<file path="config.mk">
export PLATFORM = sky130hd
export DESIGN_NAME = dmux16_reg
export DESIGN_NICKNAME = d
export VERILOG_FILES = /design/src/rtl/dmux_pkg.sv /design/src/rtl/dmux4_comb.sv /design/src/rtl/dmux16_reg.sv
export SDC_FILE = /design/constraint.sdc
export NUM_CORES = 1
export LEC_CHECK = 0
export ABC_AREA = 0
export CORE_ASPECT_RATIO = 0.8
export CORE_MARGIN = 1
export CORE_UTILIZATION = 27
export CTS_CLUSTER_SIZE = 16
export DETAILED_ROUTE_END_ITERATION = 7
export GPL_ROUTABILITY_DRIVEN = 0
export SYNTH_ARGS = -nofsm -noshare
export SYNTH_HDL_FRONTEND = slang
export SYNTH_SLANG_ARGS = --single-unit
export TNS_END_PERCENT = 100
</file>
<file path="constraint.sdc">
create_clock -name clk -period 1.06 [get_ports clk]
set_clock_uncertainty 0.05 [all_clocks]
set_input_delay 0.106 -clock clk [delete_from_list [all_inputs] [get_ports clk]]
set_output_delay 0.106 -clock clk [all_outputs]
set_load 0.02 [all_outputs]
</file>
<file path="src/rtl/dmux_pkg.sv">
// Shared constants and types for the registered 1-to-16 demux.
package dmux_pkg;
    localparam int DMUX_DEFAULT_BUS_WIDTH = 4;
    localparam int DMUX16_LANES           = 16;
    localparam int DMUX16_SEL_W           = 4;

    typedef logic [DMUX16_SEL_W-1:0] sel_t;
endpackage

</file>
<file path="src/rtl/dmux4_comb.sv">
// Combinational 1-to-4 demux; unselected outputs are driven to zero.
module dmux4_comb #(
    parameter int BUS_WIDTH = 4
) (
    input  logic [BUS_WIDTH-1:0] in,
    input  logic [1:0]           sel,
    output logic [BUS_WIDTH-1:0] out0,
    output logic [BUS_WIDTH-1:0] out1,
    output logic [BUS_WIDTH-1:0] out2,
    output logic [BUS_WIDTH-1:0] out3
);
    always_comb begin
        out0 = '0;
        out1 = '0;
        out2 = '0;
        out3 = '0;
        case (sel)
            2'd0: out0 = in;
            2'd1: out1 = in;
            2'd2: out2 = in;
            2'd3: out3 = in;
        endcase
    end
endmodule

</file>
<file path="src/rtl/dmux16_reg.sv">
// Registered 1-to-16 demux built from a two-level dmux4_comb tree.
// Optional DMUX16_REG_ONEHOT_EN adds a registered one-hot copy of sel.
module dmux16_reg
    import dmux_pkg::*;
#(
    parameter int BUS_WIDTH = DMUX_DEFAULT_BUS_WIDTH
) (
    input  logic                 clk,
    input  logic                 rst,
    input  logic                 en,
    input  logic [BUS_WIDTH-1:0] in,
    input  sel_t                 sel,
    output logic [BUS_WIDTH-1:0] out0,
    output logic [BUS_WIDTH-1:0] out1,
    output logic [BUS_WIDTH-1:0] out2,
    output logic [BUS_WIDTH-1:0] out3,
    output logic [BUS_WIDTH-1:0] out4,
    output logic [BUS_WIDTH-1:0] out5,
    output logic [BUS_WIDTH-1:0] out6,
    output logic [BUS_WIDTH-1:0] out7,
    output logic [BUS_WIDTH-1:0] out8,
    output logic [BUS_WIDTH-1:0] out9,
    output logic [BUS_WIDTH-1:0] out10,
    output logic [BUS_WIDTH-1:0] out11,
    output logic [BUS_WIDTH-1:0] out12,
    output logic [BUS_WIDTH-1:0] out13,
    output logic [BUS_WIDTH-1:0] out14,
    output logic [BUS_WIDTH-1:0] out15
`ifdef DMUX16_REG_ONEHOT_EN
    ,
    output logic [DMUX16_LANES-1:0] sel_onehot
`endif
);
    logic [3:0][BUS_WIDTH-1:0]              grp;
    logic [DMUX16_LANES-1:0][BUS_WIDTH-1:0] lane;
    logic [DMUX16_LANES-1:0][BUS_WIDTH-1:0] lane_q;

    // Level 1 picks the group from sel[3:2]; level 2 picks the lane within it.
    dmux4_comb #(.BUS_WIDTH(BUS_WIDTH)) u_l1 (
        .in   (in),
        .sel  (sel[3:2]),
        .out0 (grp[0]),
        .out1 (grp[1]),
        .out2 (grp[2]),
        .out3 (grp[3])
    );

    for (genvar g = 0; g < 4; g++) begin : g_l2
        dmux4_comb #(.BUS_WIDTH(BUS_WIDTH)) u_l2 (
            .in   (grp[g]),
            .sel  (sel[1:0]),
            .out0 (lane[g*4+0]),
            .out1 (lane[g*4+1]),
            .out2 (lane[g*4+2]),
            .out3 (lane[g*4+3])
        );
    end

    always_ff @(posedge clk) begin
        if (rst)
            lane_q <= '0;
        else if (en)
            lane_q <= lane;
    end

`ifdef DMUX16_REG_ONEHOT_EN
    always_ff @(posedge clk) begin
        if (rst)
            sel_onehot <= '0;
        else if (en)
            sel_onehot <= DMUX16_LANES'(1) << sel;
    end
`endif

    assign out0  = lane_q[0];
    assign out1  = lane_q[1];
    assign out2  = lane_q[2];
    assign out3  = lane_q[3];
    assign out4  = lane_q[4];
    assign out5  = lane_q[5];
    assign out6  = lane_q[6];
    assign out7  = lane_q[7];
    assign out8  = lane_q[8];
    assign out9  = lane_q[9];
    assign out10 = lane_q[10];
    assign out11 = lane_q[11];
    assign out12 = lane_q[12];
    assign out13 = lane_q[13];
    assign out14 = lane_q[14];
    assign out15 = lane_q[15];
endmodule

</file>
==> Flow_metrics.wiki, run 1 <==
{| class="wikitable"
! Metric !! Value
|-
| Wirelength, routed || 6140 um
|-
| Clock tree from TritonCTS || done
|-
| GRT Total Usage || 0.153
|-
| Summed area of non-filler cells in the final layout || 3360 um^2
|-
| DRC || 0
|-
| Std-Cell Rows || 29
|-
| Final number of setup-violating endpoints || 0
|-
| Post-DRT Antenna Nets || 0
|-
| Number of sinks driven by the clock tree || 64
|-
| Iteration-0 DRC count of the detailed router || 38
|-
| Routed WL per cell || 15.7 um
|-
| Initial cell density of the core || 0.279
|-
| Setup WS post-layout || 0.0342 ns
|-
| Final Total Pwr || 4.86 mW
|-
| Clock transition at the registers of the reported paths || 0.06 ns
|-
| Met3 track demand over resource in global routing || 0.0640
|-
| DP HPWL || 4100 um
|-
| Share of the yosys chip area belonging to registers || 0.580
|-
| Async set-reset flop share out of synthesis || 0
|-
| Via count || 1833
|-
| Cell chosen for the clock root || sky130_fd_sc_hd__clkbuf_8
|-
| Ant diodes || 0
|-
| Multi-input combinational cell area || 872 um^2
|-
| Relative slew margins || 0.778
|-
| Cell area after synthesis || 2210 um^2
|-
| Final nets || 291
|-
| Clock insertion delay at the later pin of the skew report || 0.34 ns
|-
| Peak supply drop || 0.749 mV
|-
| Worst min-delay path class || in -> reg
|-
| Power per unit of standard cell area || 1440 nW/um^2
|-
| Startpoint-to-endpoint class of the critical path || in -> reg
|-
| Setup crit start kind || input pin
|-
| Reported max-cap violation count || 0
|-
| Final period utilization || 0.968
|-
| H-Tree Depth || 3
|-
| Core area || 7910 um^2
|-
| Crit path DAT || 1.25 ns
|-
| Drt pass-1 iters || 4
|-
| Number of antenna violations at the first check in global routing || 0
|-
| Maximum clock frequency || 0.975 GHz
|-
| Average size of a mapped cell || 13.2 um^2
|-
| Utilization of the core after routing || 0.425
|-
| Cell with the biggest individual delay on the critical path || sky130_fd_sc_hd__nor4bb_4
|-
| Count of port buffers added during placement || 74
|-
| Number of nets produced by synthesis || 178
|-
| Post-place instance area || 3390 um^2
|-
| List of cells traversed by the critical path || dlygate4sd2_1 > bufbuf_16 > nor4bb_4 > a22o_1
|-
| Worst Setup End Kind || flip-flop
|-
| Die area || 8540 um^2
|-
| Post-DR vias/cell || 4.68
|-
| GR Overflow Total || 0
|-
| CP Data Required Time || 1.28 ns
|-
| Run status || finished clean
|-
| Critical Path Max Stage Delay || 0.38 ns
|-
| Fraction of final layout cells sized beyond drive strength 1 || 0.482
|-
| Maximum number of pins on one net before global-route repair || 41
|-
| Count of filler cells inserted in the layout || 806
|-
| Max-slew violation count || 0
|-
| Number of storage elements in the synthesis netlist || 64
|-
| Transition at the pin with the smallest max-transition slack || 0.333 ns
|-
| Top library cells by usage in the layout, fill and taps aside || sky130_fd_sc_hd__dfxtp_1 (63), sky130_fd_sc_hd__buf_2 (58), sky130_fd_sc_hd__a22o_1 (48)
|-
| Clock buffer count from CTS || 9
|-
| Unrepaired setup endpoints after global routing || false
|-
| Most frequent standard cell in the layout excluding fill and tap cells || sky130_fd_sc_hd__dfxtp_1
|-
| Most used DFF post-synth || sky130_fd_sc_hd__dfxtp_1
|-
| Number of enable flip-flop cells after synthesis || 0
|-
| Worst-case setup slack after placement || -0.524 ns
|-
| Static Leak || 1.57 nW
|-
| Grt met1 use || 0.206
|-
| Worst-path fanout max || 8
|-
| Wire length of the first global-routing pass || 9760 um
|-
| Unique cell type count in the Yosys netlist || 18
|-
| Vias in the first global route || 1838
|-
| Area added between synthesis and finish || 52.4%
|-
| Grt peak-use layer || met2
|-
| GRT met2 Usage || 0.227
|-
| Ys Warns || 0
|-
| Area taken by flip-flops and latches || 1280 um^2
|-
| Maximum buffer depth of the clock tree || 2
|-
| Ports placed on the boundary || 75
|-
| Number of instances in the synthesized netlist || 167
|-
| CTS hold repair buffers || 0
|-
| Count of final hold-check violations || 0
|-
| Die height || 82.9 um
|-
| Final critical path time including I/O delays and setup || 1.03 ns
|-
| Die Wd || 103 um
|}
## worst max-delay path, delay by kind of cell
| family | cells | cell delay, ns |
|---|---|---|
| AOI/OAI and AO/OA | 1 | 0.18 |
| and+or+nand+nor | 1 | 0.38 |
| buffers and inverters | 2 | 0.57 |
## power by group
part | total [mW] | internal, mW | switching, mW
Clock | 2.02 | 1.13 | 0.897
Sequential | 2.44 | 2.42 | 0.0109
Combinational | 0.399 | 0.195 | 0.204
Total | 4.86 | 3.75 | 1.11
## layout make-up
cell class	count	area share
Timing Repair Buffer	116	0.264
Sequential cell	64	0.381
Tap cell	108	0.0402
Clock inverter	4	0.0134
Multi-Input combinational cell	89	0.259
Clock buffer	11	0.0420
## repair_timing
item	CTS	global route
endpoints found under the setup margin	116	53
resized for setup	262	10
pin swaps	1	1
cloned	2	0
buffers inserted	0	1
## through the flow
stage | hold WS (ns) | instances | TNS [ns]
2_1_floorplan | 0.286 | 167 | 0
3_3_place_gp | 0.399 | 374 | -25.44
3_5_place_dp | 0.400 | 374 | -26.57
4_1_cts | 0.319 | 391 | -0.0263
5_1_grt | 0.325 | 392 | 0
6_report | 0.320 | 392 | 0
## layer usage
metal | up-vias | share of wire | wire [um]
met2 | 49 | 0.46 | 2820
met1 | 881 | 0.48 | 2940
met4 | 0 | 0.0073 | 45
met3 | 6 | 0.053 | 327
li1 | 897 | - | -
met5 | - | 0 | 0
## synth_stat cells, types with 2 or more instances
cell	number	area (um^2)
sky130_fd_sc_hd__dfxtp_1	64	1280
sky130_fd_sc_hd__a22o_1	48	420
sky130_fd_sc_hd__o2bb2ai_1	16	140
sky130_fd_sc_hd__buf_2	8	40.0
sky130_fd_sc_hd__and4bb_2	6	75.1
sky130_fd_sc_hd__nand4b_1	4	35.0
sky130_fd_sc_hd__nor4b_2	4	60.1
sky130_fd_sc_hd__clkbuf_1	3	11.3
sky130_fd_sc_hd__and3b_1	2	17.5
sky130_fd_sc_hd__buf_6	2	22.5
sky130_fd_sc_hd__nand3b_1	2	15.0
sky130_fd_sc_hd__nor4bb_4	2	50.1
## state kept, by name, indices dropped and copies added (netlist names)
| register | count |
|---|---|
| out14 | 4 |
| out11 | 4 |
| out8 | 4 |
| out9 | 4 |
| out7 | 4 |
| out5 | 4 |
| out1 | 4 |
| out2 | 4 |
| out10 | 4 |
| out15 | 4 |
| out12 | 4 |
| out0 | 4 |
| out6 | 4 |
| out3 | 4 |
| out13 | 4 |
| out4 | 4 |
## worst paths after layout
check        slack (ns)  cells after the start      from       end
max reg2reg        0.27                      2   out0[1]   out0[1]
min                0.32                      4    sel[2]   out9[0]
max                0.03                      4       rst   out8[0]
min reg2reg        0.41                      1  out14[0]  out14[0]
## cells by family (layout without fill, tap and decap cells)
kind of cell | Yosys count | in the layout | synth area share
flip-flops | 64 | 64 | 0.580
AND/OR/NAND/NOR | 25 | 25 | 0.130
AO/OA/AOI/OAI | 64 | 64 | 0.254
buffers and inverters | 14 | 131 | 0.0357
Power figures use the tool's default switching activity.
==> inputs of run 2 (changes only) <==
--- a/config.mk
+++ b/config.mk
@@ -9,9 +9,11 @@
 export CORE_ASPECT_RATIO = 0.8
 export CORE_MARGIN = 1
 export CORE_UTILIZATION = 27
+export CTS_CLUSTER_DIAMETER = 200
 export CTS_CLUSTER_SIZE = 16
 export DETAILED_ROUTE_END_ITERATION = 7
 export GPL_ROUTABILITY_DRIVEN = 0
+export PLACE_DENSITY = 0.61
 export SYNTH_ARGS = -nofsm -noshare
 export SYNTH_HDL_FRONTEND = slang
 export SYNTH_SLANG_ARGS = --single-unit
==> Flow_metrics.wiki, run 2 (synthesis results as in run 1) <==
{| class="wikitable"
! Metric !! Value
|-
| Worst-path fanout max || 8
|-
| Power per unit of standard cell area || 1390 nW/um^2
|-
| Maximum buffer depth of the clock tree || 2
|-
| Die height || 82.9 um
|-
| Number of sinks driven by the clock tree || 64
|-
| Drt pass-1 iters || 4
|-
| GRT met2 Usage || 0.217
|-
| Final nets || 294
|-
| Crit path DAT || 1.25 ns
|-
| Met3 track demand over resource in global routing || 0.0530
|-
| Initial cell density of the core || 0.279
|-
| Area added between synthesis and finish || 53.0%
|-
| CTS hold repair buffers || 0
|-
| Clock transition at the registers of the reported paths || 0.07 ns
|-
| Count of port buffers added during placement || 74
|-
| Max-slew violation count || 0
|-
| Worst slack on hold paths || 0.205 ns
|-
| Startpoint-to-endpoint class of the critical path || in -> reg
|-
| DP Cell Count || 378
|-
| Setup crit start kind || input pin
|-
| Worst Setup End Kind || flip-flop
|-
| Worst-case setup slack after placement || -0.487 ns
|-
| GRT Total Usage || 0.150
|-
| Peak supply drop || 0.647 mV
|-
| Clock tree from TritonCTS || done
|-
| Run status || finished clean
|-
| Vias in the first global route || 1746
|-
| Maximum clock frequency || 0.978 GHz
|-
| Clock buffer count from CTS || 9
|-
| Post-DR vias/cell || 4.68
|-
| Post-DRT Antenna Nets || 0
|-
| Relative slew margins || 0.774
|-
| Wirelength, routed || 6100 um
|-
| HP Start || sel[0]
|-
| Count of final hold-check violations || 0
|-
| Most frequent standard cell in the layout excluding fill and tap cells || sky130_fd_sc_hd__dfxtp_1
|-
| H-Tree Depth || 3
|-
| Maximum number of pins on one net before global-route repair || 27
|-
| DP HPWL || 4140 um
|-
| GR Overflow Total || 0
|-
| Die area || 8540 um^2
|-
| CP startpoint || sel[3]
|-
| Sum of negative setup slack || 0 ns
|-
| Wire length of the first global-routing pass || 9580 um
|-
| Non-filler instance count after layout || 395
|-
| Final Total Pwr || 4.69 mW
|-
| Final critical path time including I/O delays and setup || 1.02 ns
|-
| Clock insertion delay at the later pin of the skew report || 0.33 ns
|-
| Number of antenna violations at the first check in global routing || 0
|-
| Final period utilization || 0.965
|-
| Die Wd || 103 um
|-
| Reported max-cap violation count || 0
|-
| Core area || 7910 um^2
|-
| CP Data Required Time || 1.29 ns
|-
| Fraction of final layout cells sized beyond drive strength 1 || 0.481
|-
| Top library cells by usage in the layout, fill and taps aside || sky130_fd_sc_hd__dfxtp_1 (64), sky130_fd_sc_hd__buf_2 (60), sky130_fd_sc_hd__a22o_1 (48)
|-
| Static Leak || 1.60 nW
|-
| Iteration-0 DRC count of the detailed router || 56
|-
| Ant diodes || 0
|-
| Final number of setup-violating endpoints || 0
|-
| Std-Cell Rows || 29
|-
| Worst reg2reg path startpoint || out10[2]
|-
| Grt peak-use layer || met2
|-
| Ports placed on the boundary || 75
|-
| Transition at the pin with the smallest max-transition slack || 0.338 ns
|-
| Setup WS post-layout || 0.0370 ns
|-
| Cell chosen for the clock root || sky130_fd_sc_hd__clkbuf_8
|-
| DRC || 0
|-
| Routed WL per cell || 15.4 um
|-
| Via count || 1848
|-
| Grt met1 use || 0.207
|-
| Worst min-delay path class || in -> reg
|}
-- run 2: where the power goes --
group          switching (mW)  internal [mW]
Combinational           0.213          0.210
Clock                   0.878          0.956
Sequential             0.0110           2.42
-- run 2: layout make-up --
type	count	area, um^2
Tap cell	108	135
Sequential cell	64	1280
Fill cell	805	4530
Clock buffer	12	155
Clock inverter	3	17.5
Timing Repair Buffer	119	896
Multi-Input combinational cell	89	892
-- run 2: critical path, cell delays in order --
cell and delay (ns):
sky130_fd_sc_hd__dlygate4sd2_1 0.28, sky130_fd_sc_hd__bufbuf_16 0.29, sky130_fd_sc_hd__nor4b_4 0.27, sky130_fd_sc_hd__buf_4 0.17, sky130_fd_sc_hd__a22o_1 0.13
-- run 2: what timing repair did --
item | 4_1_cts | 5_1_grt
hold endpoints to repair | 0 | 0
endpoints found under the setup margin | 128 | 43
pin swaps | 0 | 4
gates resized for setup | 263 | 13
buffers inserted | 0 | 0
gates cloned | 2 | 0
-- run 2: final timing paths --
path	endpoint	slack [ns]	cells after the start
worst max-delay path	out2[3]	0.04	5
worst min-delay path	out12[3]	0.20	3
worst max register to register	out10[2]	0.27	2
worst min register to register	out14[2]	0.41	1
-- run 2: routing by layer --
layer / wire length [um] / vias up
met4: 52 / 0
met1: 2990 / 901
met2: 2800 / 44
met5: 0 / -
li1: - / 897
met3: 257 / 6
-- run 2: metrics by stage --
stage          cell area (um^2)  utilization
2_1_floorplan              2210            -
3_3_place_gp               3400        0.430
3_5_place_dp               3400        0.430
4_1_cts                    3320        0.420
5_1_grt                    3380        0.427
6_report                   3380        0.427
